File: config.mk
export PLATFORM = sky130hd
export DESIGN_NAME = rx_ieee
export DESIGN_NICKNAME = d
export VERILOG_FILES = /design/src/rtl/ieee_uart_pkg.sv /design/src/rtl/sync_2ff.sv /design/src/rtl/rx_ieee.sv
export SDC_FILE = /design/constraint.sdc
export NUM_CORES = 1
export LEC_CHECK = 0
export ABC_AREA = 1
export CAP_MARGIN = 40
export CORE_ASPECT_RATIO = 1.4
export CORE_MARGIN = 1
export CORE_UTILIZATION = 50
export CTS_BUF_LIST = sky130_fd_sc_hd__clkbuf_2
export CTS_CLUSTER_SIZE = 14
export DETAILED_ROUTE_END_ITERATION = 10
export PLACE_DENSITY = 0.71
export SLEW_MARGIN = 20
export SYNTH_ARGS = -nofsm -noshare
export SYNTH_HDL_FRONTEND = slang
export SYNTH_SLANG_ARGS = --single-unit
File: constraint.sdc
create_clock -name clk -period 3.2 [get_ports clk]
set_input_delay 0.32 -clock clk [delete_from_list [all_inputs] [get_ports clk]]
set_output_delay 0.32 -clock clk [all_outputs]
set_load 0.005 [all_outputs]
File: src/rtl/ieee_uart_pkg.sv
// Shared UART definitions used by the receiver and the transmitter.
// No logic, so no latency.
// No flow control, so no backpressure.
package ieee_uart_pkg;

    // Frame-level states. The transmitter uses the same state set.
    typedef enum logic [2:0] {
        IDLE   = 3'd0,
        START  = 3'd1,
        DATA   = 3'd2,
        PARITY = 3'd3,
        STOP   = 3'd4
    } uart_state_t;

    // 100 MHz core clock divided down to 115200 baud.
    localparam int DEFAULT_CLKS_PER_BIT = 868;

    // The line is high when no frame is being sent.
    localparam logic UART_IDLE_LVL = 1'b1;

endpackage

File: src/rtl/sync_2ff.sv
// Two-flop synchronizer for one asynchronous input bit, with a selectable reset value.
// Latency: 2 cycles from i_d to o_q.
// Backpressure: none; the flops sample i_d on every cycle.
module sync_2ff #(
    parameter logic RST_VAL = 1'b0
) (
    input  logic i_clk,
    input  logic i_rst,
    input  logic i_d,
    output logic o_q
);

    logic r_meta;
    logic r_sync;

    // Two-stage capture. The first stage may go metastable; the second settles it.
    always_ff @(posedge i_clk or posedge i_rst) begin
        if (i_rst) begin
            r_meta <= RST_VAL;
            r_sync <= RST_VAL;
        end else begin
            r_meta <= i_d;
            r_sync <= r_meta;
        end
    end

    assign o_q = r_sync;

endmodule

File: src/rtl/rx_ieee.sv
// UART receiver: start + DATA_BITS (LSB first) [+ even parity] + stop. Each bit is sampled at mid-period.
// Latency: about (DATA_BITS+1.5+P)*CLKS_PER_BIT + 4 cycles from the start edge at the pin to rx_valid.
// Backpressure: none. rx_valid is a one-cycle pulse and rx_data is held until the next good frame.
// Optional build macro RX_IEEE_PARITY_EN adds the PARITY state and makes rx_parity_err live.
module rx_ieee
    import ieee_uart_pkg::*;
#(
    parameter int CLKS_PER_BIT = DEFAULT_CLKS_PER_BIT,  // minimum 4
    parameter int DATA_BITS    = 8                      // legal range 5..8
) (
    input  logic                 clk,
    input  logic                 reset,
    input  logic                 rx,
    output logic [DATA_BITS-1:0] rx_data,
    output logic                 rx_valid,
    output logic                 rx_frame_err,
    output logic                 rx_parity_err,
    output logic                 rx_busy
);

    localparam int CW = $clog2(CLKS_PER_BIT);
    localparam int BW = $clog2(DATA_BITS);

    localparam logic [CW-1:0] HALF_M1  = CW'(CLKS_PER_BIT / 2 - 1);
    localparam logic [CW-1:0] FULL_M1  = CW'(CLKS_PER_BIT - 1);
    localparam logic [BW-1:0] LAST_BIT = BW'(DATA_BITS - 1);

    uart_state_t          r_state;
    uart_state_t          w_state_nxt;
    logic [CW-1:0]        r_baud;
    logic [CW-1:0]        w_baud_nxt;
    logic [BW-1:0]        r_bit_cnt;
    logic [DATA_BITS-1:0] r_shift;
    logic [DATA_BITS-1:0] r_rx_data;
    logic                 r_rx_valid;
    logic                 r_frame_err;
    logic                 r_rx_prev;
    logic                 w_rx_sync;
    logic                 w_fall;
    logic                 w_sample;
    logic                 w_valid_nxt;
    logic                 w_ferr_nxt;
`ifdef RX_IEEE_PARITY_EN
    logic                 r_par_bad;
    logic                 r_parity_err;
    logic                 w_perr_nxt;
    logic                 w_par_sample;
`endif

    // The line idles high, so the synchronizer resets high. Otherwise reset release would look like an edge.
    sync_2ff #(
        .RST_VAL (UART_IDLE_LVL)
    ) u_sync (
        .i_clk (clk),
        .i_rst (reset),
        .i_d   (rx),
        .o_q   (w_rx_sync)
    );

    // Keep the previous synchronized level so that only a high-to-low transition starts a frame.
    always_ff @(posedge clk or posedge reset) begin
        if (reset) begin
            r_rx_prev <= UART_IDLE_LVL;
        end else begin
            r_rx_prev <= w_rx_sync;
        end
    end

    assign w_fall = r_rx_prev & ~w_rx_sync;

    // State register.
    always_ff @(posedge clk or posedge reset) begin
        if (reset) begin
            r_state <= IDLE;
        end else begin
            r_state <= w_state_nxt;
        end
    end

    // Next-state logic, baud counting, sample strobes and the next values of the result pulses.
    always_comb begin
        w_state_nxt  = r_state;
        w_baud_nxt   = r_baud + 1'b1;
        w_sample     = 1'b0;
        w_valid_nxt  = 1'b0;
        w_ferr_nxt   = 1'b0;
`ifdef RX_IEEE_PARITY_EN
        w_perr_nxt   = 1'b0;
        w_par_sample = 1'b0;
`endif
        case (r_state)
            IDLE: begin
                w_baud_nxt = '0;
                if (w_fall) begin
                    w_state_nxt = START;
                end
            end
            START: begin
                // Check again at mid-start. A line that is already high again was a glitch.
                if (r_baud == HALF_M1) begin
                    w_baud_nxt  = '0;
                    w_state_nxt = w_rx_sync ? IDLE : DATA;
                end
            end
            DATA: begin
                if (r_baud == FULL_M1) begin
                    w_baud_nxt = '0;
                    w_sample   = 1'b1;
                    if (r_bit_cnt == LAST_BIT) begin
`ifdef RX_IEEE_PARITY_EN
                        w_state_nxt = PARITY;
`else
                        w_state_nxt = STOP;
`endif
                    end
                end
            end
`ifdef RX_IEEE_PARITY_EN
            PARITY: begin
                if (r_baud == FULL_M1) begin
                    w_baud_nxt   = '0;
                    w_par_sample = 1'b1;
                    w_state_nxt  = STOP;
                end
            end
`endif
            STOP: begin
                // Leave at mid-stop. The half bit that remains is slack for catching the next start edge.
                if (r_baud == FULL_M1) begin
                    w_baud_nxt  = '0;
                    w_state_nxt = IDLE;
                    if (w_rx_sync) begin
                        w_valid_nxt = 1'b1;
`ifdef RX_IEEE_PARITY_EN
                        w_perr_nxt  = r_par_bad;
`endif
                    end else begin
                        w_ferr_nxt  = 1'b1;
                    end
                end
            end
            default: begin
                w_baud_nxt  = '0;
                w_state_nxt = IDLE;
            end
        endcase
    end

    // Baud counter, bit counter and shift register. Each new bit enters at the MSB, so the first bit ends at the LSB.
    always_ff @(posedge clk or posedge reset) begin
        if (reset) begin
            r_baud    <= '0;
            r_bit_cnt <= '0;
            r_shift   <= '0;
        end else begin
            r_baud <= w_baud_nxt;
            if (r_state == IDLE) begin
                r_bit_cnt <= '0;
            end else if (w_sample) begin
                r_shift   <= {w_rx_sync, r_shift[DATA_BITS-1:1]};
                r_bit_cnt <= r_bit_cnt + 1'b1;
            end
        end
    end

`ifdef RX_IEEE_PARITY_EN
    // Even parity: the data bits and the parity bit together must hold an even number of ones.
    always_ff @(posedge clk or posedge reset) begin
        if (reset) begin
            r_par_bad    <= 1'b0;
            r_parity_err <= 1'b0;
        end else begin
            if (w_par_sample) begin
                r_par_bad <= ^{r_shift, w_rx_sync};
            end
            r_parity_err <= w_perr_nxt;
        end
    end

    assign rx_parity_err = r_parity_err;
`else
    assign rx_parity_err = 1'b0;
`endif

    // Registered result pulses. rx_data loads only on a good stop bit.
    always_ff @(posedge clk or posedge reset) begin
        if (reset) begin
            r_rx_data   <= '0;
            r_rx_valid  <= 1'b0;
            r_frame_err <= 1'b0;
        end else begin
            r_rx_valid  <= w_valid_nxt;
            r_frame_err <= w_ferr_nxt;
            if (w_valid_nxt) begin
                r_rx_data <= r_shift;
            end
        end
    end

    assign rx_data      = r_rx_data;
    assign rx_valid     = r_rx_valid;
    assign rx_frame_err = r_frame_err;
    assign rx_busy      = (r_state != IDLE);

endmodule

* Word level (Yosys, flattened, before mapping)
Index checks and enable logic that the tools add are counted.
** Word-level totals
- Output and inout port bits :: 12
- Flip-flop bits (word level) :: 37
- Input bits :: 3
- Logic and storage cells :: 52
** Cells by class
- Equality and inequality tests :: 11
- Add/sub/neg operators :: 2
- Mux-type cells :: 20
- Reductions and logical operators :: 6
- Bitwise operators :: 3
** Operators by type and width (number)
- two-way mux 3 bit :: 7
- two-way mux 10 bit :: 2
- one-hot mux 10 bit (2 select lines) :: 1
- one-hot mux 3 bit (4 select lines) :: 1
- adder 10 x 1 -> 10 bit, second input constant :: 1
- equality test 10 bit, second input constant :: 1
- equality test 10 x 9 -> 1 bit, second input constant :: 1
- != test 2 bit, second input constant :: 5
- two-way mux 1 bit :: 8
- equality test 3 bit, second input constant :: 2
- AND reduction 5 bit :: 1
- adder 3 x 1 -> 3 bit, second input constant :: 1
- equality test 3 x 1 -> 1 bit, second input constant :: 1
- equality test 3 x 2 -> 1 bit, second input constant :: 1
- logical NOT 3 bit :: 1
- nonzero test 3 bit :: 1
- two-way mux 2 bit :: 1
- inverter 1 bit :: 2
- AND reduction 2 bit :: 1
- nonzero test 2 bit :: 1
- OR reduction 2 bit :: 1
- AND 1 bit :: 1

* Logic depth before layout (Yosys ltp)
- Depth after elaboration :: 5
- Mapped depth :: 10
- Mapped depth without buffers :: 10

* Modules after synthesis
From an unflattened synthesis, not the netlist that was laid out.
** Unflattened totals
- Cell total of the unflattened synthesis :: 190
- Area total of the unflattened synthesis :: 1706.6 um2
** Modules (own cells, without submodules)
- rx_ieee :: sequential area each 877.1 um2, instances 1, area an instance 1650.3 um2, cells an instance 187
- sync_2ff :: sequential area each 52.6 um2, instances 1, area an instance 56.3 um2, cells an instance 3

* Least setup slack after synthesis
OpenSTA, ideal clock, no wires.
- Kind :: register to register
- Start point :: register r_baud[0]
- End point :: register r_shift[0]
- Path slack :: 1849 ps
- Data required time :: 3076 ps
- Data arrival time :: 1227 ps
- Setup time :: 124 ps
- Path buffers :: 1
- Period minus slack after synthesis :: 1351 ps
- Stages on the path, launching flop included :: 8
- Path through :: dfrtp_1 ha_1 inv_1 nor2_1 nand3_1 buf_2 nor2_1 a21oi_1
** Between the ends
- Word-level cells in the longest chain between the ends :: 4
** Ends and longest elaborated chain
- from (decl) :: line rx_ieee.sv:30 : logic [CW-1:0] r_baud;
- from (signal assigned) :: line rx_ieee.sv:156 : r_baud <= w_baud_nxt;
- equality test 10 bit :: line rx_ieee.sv:106 : if (r_baud == FULL_M1) begin
- two-way mux 1 bit :: line rx_ieee.sv:106
- two-way mux 1 bit :: line rx_ieee.sv:91 : case (r_state)
- AND reduction 2 bit (no line)
- to (signal assigned) :: line rx_ieee.sv:160 : r_shift <= {w_rx_sync, r_shift[DATA_BITS-1:1]};
- to (decl) :: line rx_ieee.sv:33 : logic [DATA_BITS-1:0] r_shift;
No other way between the ends.
A chain may end at the register's enable or synchronous reset.

* Worst setup path after layout
- Start point :: register r_state[0]
- End point :: output rx_busy
** Between the ends
- Word-level cells in the longest chain between the ends :: 1
** Ends and longest elaborated chain
- from (decl) :: line rx_ieee.sv:28 : uart_state_t r_state;
- from (signal assigned) :: line rx_ieee.sv:76 : r_state <= w_state_nxt;
- nonzero test 3 bit :: line rx_ieee.sv:203 : assign rx_busy = (r_state != IDLE);
- to (decl) :: line rx_ieee.sv:18 : output logic rx_busy
No other way between the ends.

==> flow_metrics.tcl <==
set metrics [dict create \
    grt_overflow 0 \
    final_hold_viol_count 0 \
    worst_slew_pin_slew_ns 0.709 \
    worstSetupPathType "reg -> out" \
    fin_area_sq_mm 0.00193 \
    register_area_sq_um 930 \
    drcViolationCount 0 \
    fin_skew_ns 0.0146 \
    synth_cell_type_count 26 \
    setup_violations 0 \
    initial_utilization_pct 53.8 \
    row_count 24 \
    track_usage_pct 20.2 \
    hpwl_microns 2290 \
    num_io_pins 15 \
    ctsResizeCount 0 \
    path_clk_slew_ns 0.17 \
    antenna_found_initial 0 \
    dieHeight_microns 71.3 \
    vias 1259 \
    final_layout_size_suffix_gt1_share_pct 13.9 \
    fin_tns_setup_ns 0 \
    antennaDiodeCount 0 \
    cts_tree "yes" \
    ff2ff_path_depth 6 \
    cts_buffer_depth 2 \
    fillers 297 \
    drt-initial-drc-count 26 \
    critPathMaxFanout 4 \
    die-width_microns 51.5 \
    port_buffers 13 \
    clock_latency_ns 0.38 \
    die_area_sq_mm 0.00367 \
    synth.net_count 198 \
    multi_input_area_sq_um 642 \
    setup.worst_path.start_class "flop" \
    power_uw 1070 \
    first_pass_iters 4 \
    final_common_cell "dfrtp_1" \
    syn_avg_cell_area_sq_um 8.97 \
    power.density_mw_per_mm2 552 \
    ir_drop_mv 0.347 \
    grt_first_pass_wirelength_microns 5460 \
    status "complete, no violations" \
    via_per_inst 5.08 \
    core_sq_mm 0.00318 \
    ys_seq_elements 37 \
    synthCells 191 \
    worstSetupStartpoint "r_state[0]" \
    async_reset_ff_share_pct 100 \
    relSlewSlack_pct 52.6 \
    wire_per_inst_microns 12.2 \
    cts.sinks 37 \
    worstPathRequired_ns 2.88 \
    fmaxAchievable_mhz 476 \
    placed_area_sq_mm 0.00187 \
    hp-class "in -> async" \
    yosysWarnings 0 \
    cts_hold_buf 0 \
    cts-root-buf "clkbuf_2" \
    rr_startpoint "r_baud[0]" \
    grt_pass1_vias 1372 \
    postCtsSetupBuffers 0 \
    area_delta_synth_final_pct 12.9 \
    gp_congestion 0.861 \
    numCtsBuffers 5 \
    seq_area_frac_synth_pct 54.3 \
    synth_flop_cell "dfrtp_1" \
    rsz0062_at_grt "no" \
    fin_crit_sh_pct 65.6 \
    maxCapViolCount 0 \
    drt-total-wl_microns 3020 \
    leakage_uw 0.000914 \
    nets 215 \
    most-common-layout-cells "dfrtp_1, nand2_1, inv_1, nor2_1" \
    slew_viol_final 0 \
    cts_max_level 2 \
    finalCriticalPeriod_ns 2.10 \
    syn_area_sq_mm 0.00171 \
    arrival_ns 1.78 \
    end_kind "primary output" \
    antenna_left 0 \
    grt_max_degree 38 \
    synth_edf_count 0 \
]
-- routing by layer --
| metal | part of all wire [%] | wire length, microns | GRT usage [%] |
|---|---|---|---|
| met2 | 56 | 1690 | 38.7 |
| met1 | 39 | 1170 | 18.6 |
| met5 | 0 | 0 | 0 |
| met4 | 2.9 | 87 | 10.5 |
| met3 | 2.7 | 81 | 5.10 |
-- path summary, 6_finish.rpt --
| kind | slack [ns] | endpoint |
|---|---|---|
| max in group asynchronous | 2.52 | u_sync.r_meta |
| worst max register to register | 1.23 | r_bit_cnt[0] |
| worst max-delay path | 1.10 | rx_busy |
| worst min register to register | 0.37 | u_sync.o_q |
| worst min-delay path | 0.31 | rx_data[0] |
| min in group clk | 0.33 | u_sync.r_meta |
-- worst max-delay path, cell delays in order (launching register included) --
cell	delay [ns]
dfrtp_1	0.39
inv_1	0.11
nand2_1	0.09
nor2_1	0.21
inv_1	0.12
clkdlybuf4s50_1	0.49
-- area by class of cell --
| type | instances | area share, % |
|---|---|---|
| multi-input combinational | 120 | 33.2 |
| clock buffer | 6 | 1.55 |
| tap | 39 | 2.52 |
| sequential | 37 | 48.1 |
| timing repair buffer | 14 | 7.12 |
| clock inverter | 2 | 1.75 |
| inverter | 30 | 5.82 |
-- flip-flops by register name, indices dropped and copies added, names as in the netlist --
name	flops
r_bit_cnt	3
r_rx_prev	1
r_baud	10
rx_data	8
r_shift	8
r_state	3
u_sync.r_meta	1
rx_frame_err	1
rx_valid	1
u_sync.o_q	1
-- report_power, final --
| part | internal [uW] | switching (uW) |
|---|---|---|
| sequential | 504 | 32.1 |
| clock | 133 | 143 |
| combinational | 81.2 | 175 |
-- synthesized netlist by cell type, types with 2 or more instances --
cell	n	share of area, %
nand2_2	4	1.5
nand4_1	4	1.5
o21ai_0	2	0.58
inv_1	28	6.1
nand3_1	13	3.8
o21ai_2	7	3.6
ha_1	4	2.9
a21oi_1	9	2.6
nand2_1	29	6.4
o21ai_1	3	0.88
inv_2	2	0.44
nor2_2	2	0.73
dfstp_2	3	4.6
xor2_1	4	2.0
nor2_1	27	5.9
dfrtp_1	34	50
buf_2	2	0.58
nor3_1	6	1.8
-- per-stage QoR --
stage          worst slack, ns  instances  utilization (%)  hold WS, ns
2_1_floorplan             1.85        191                -        0.324
3_3_place_gp              1.34        240             58.8        0.346
3_5_place_dp              1.22        240             58.8        0.354
4_1_cts                   1.07        248             60.8        0.312
5_1_grt                  0.948        248             60.8        0.315
6_report                  1.10        248             60.8        0.313
-- logic make-up (layout without fill, tap and decap cells) --
group,Yosys count,after routing,synth area share [%]
other cells,1,1,0.219
buf+inv,34,52,8.25
compound gates,21,21,7.67
simple gates,89,89,24.1
xor+xnor,5,5,2.56
fa+ha+maj,4,4,2.92
flops,37,37,54.3
No activity file was read; power rests on OpenSTA's default activity.
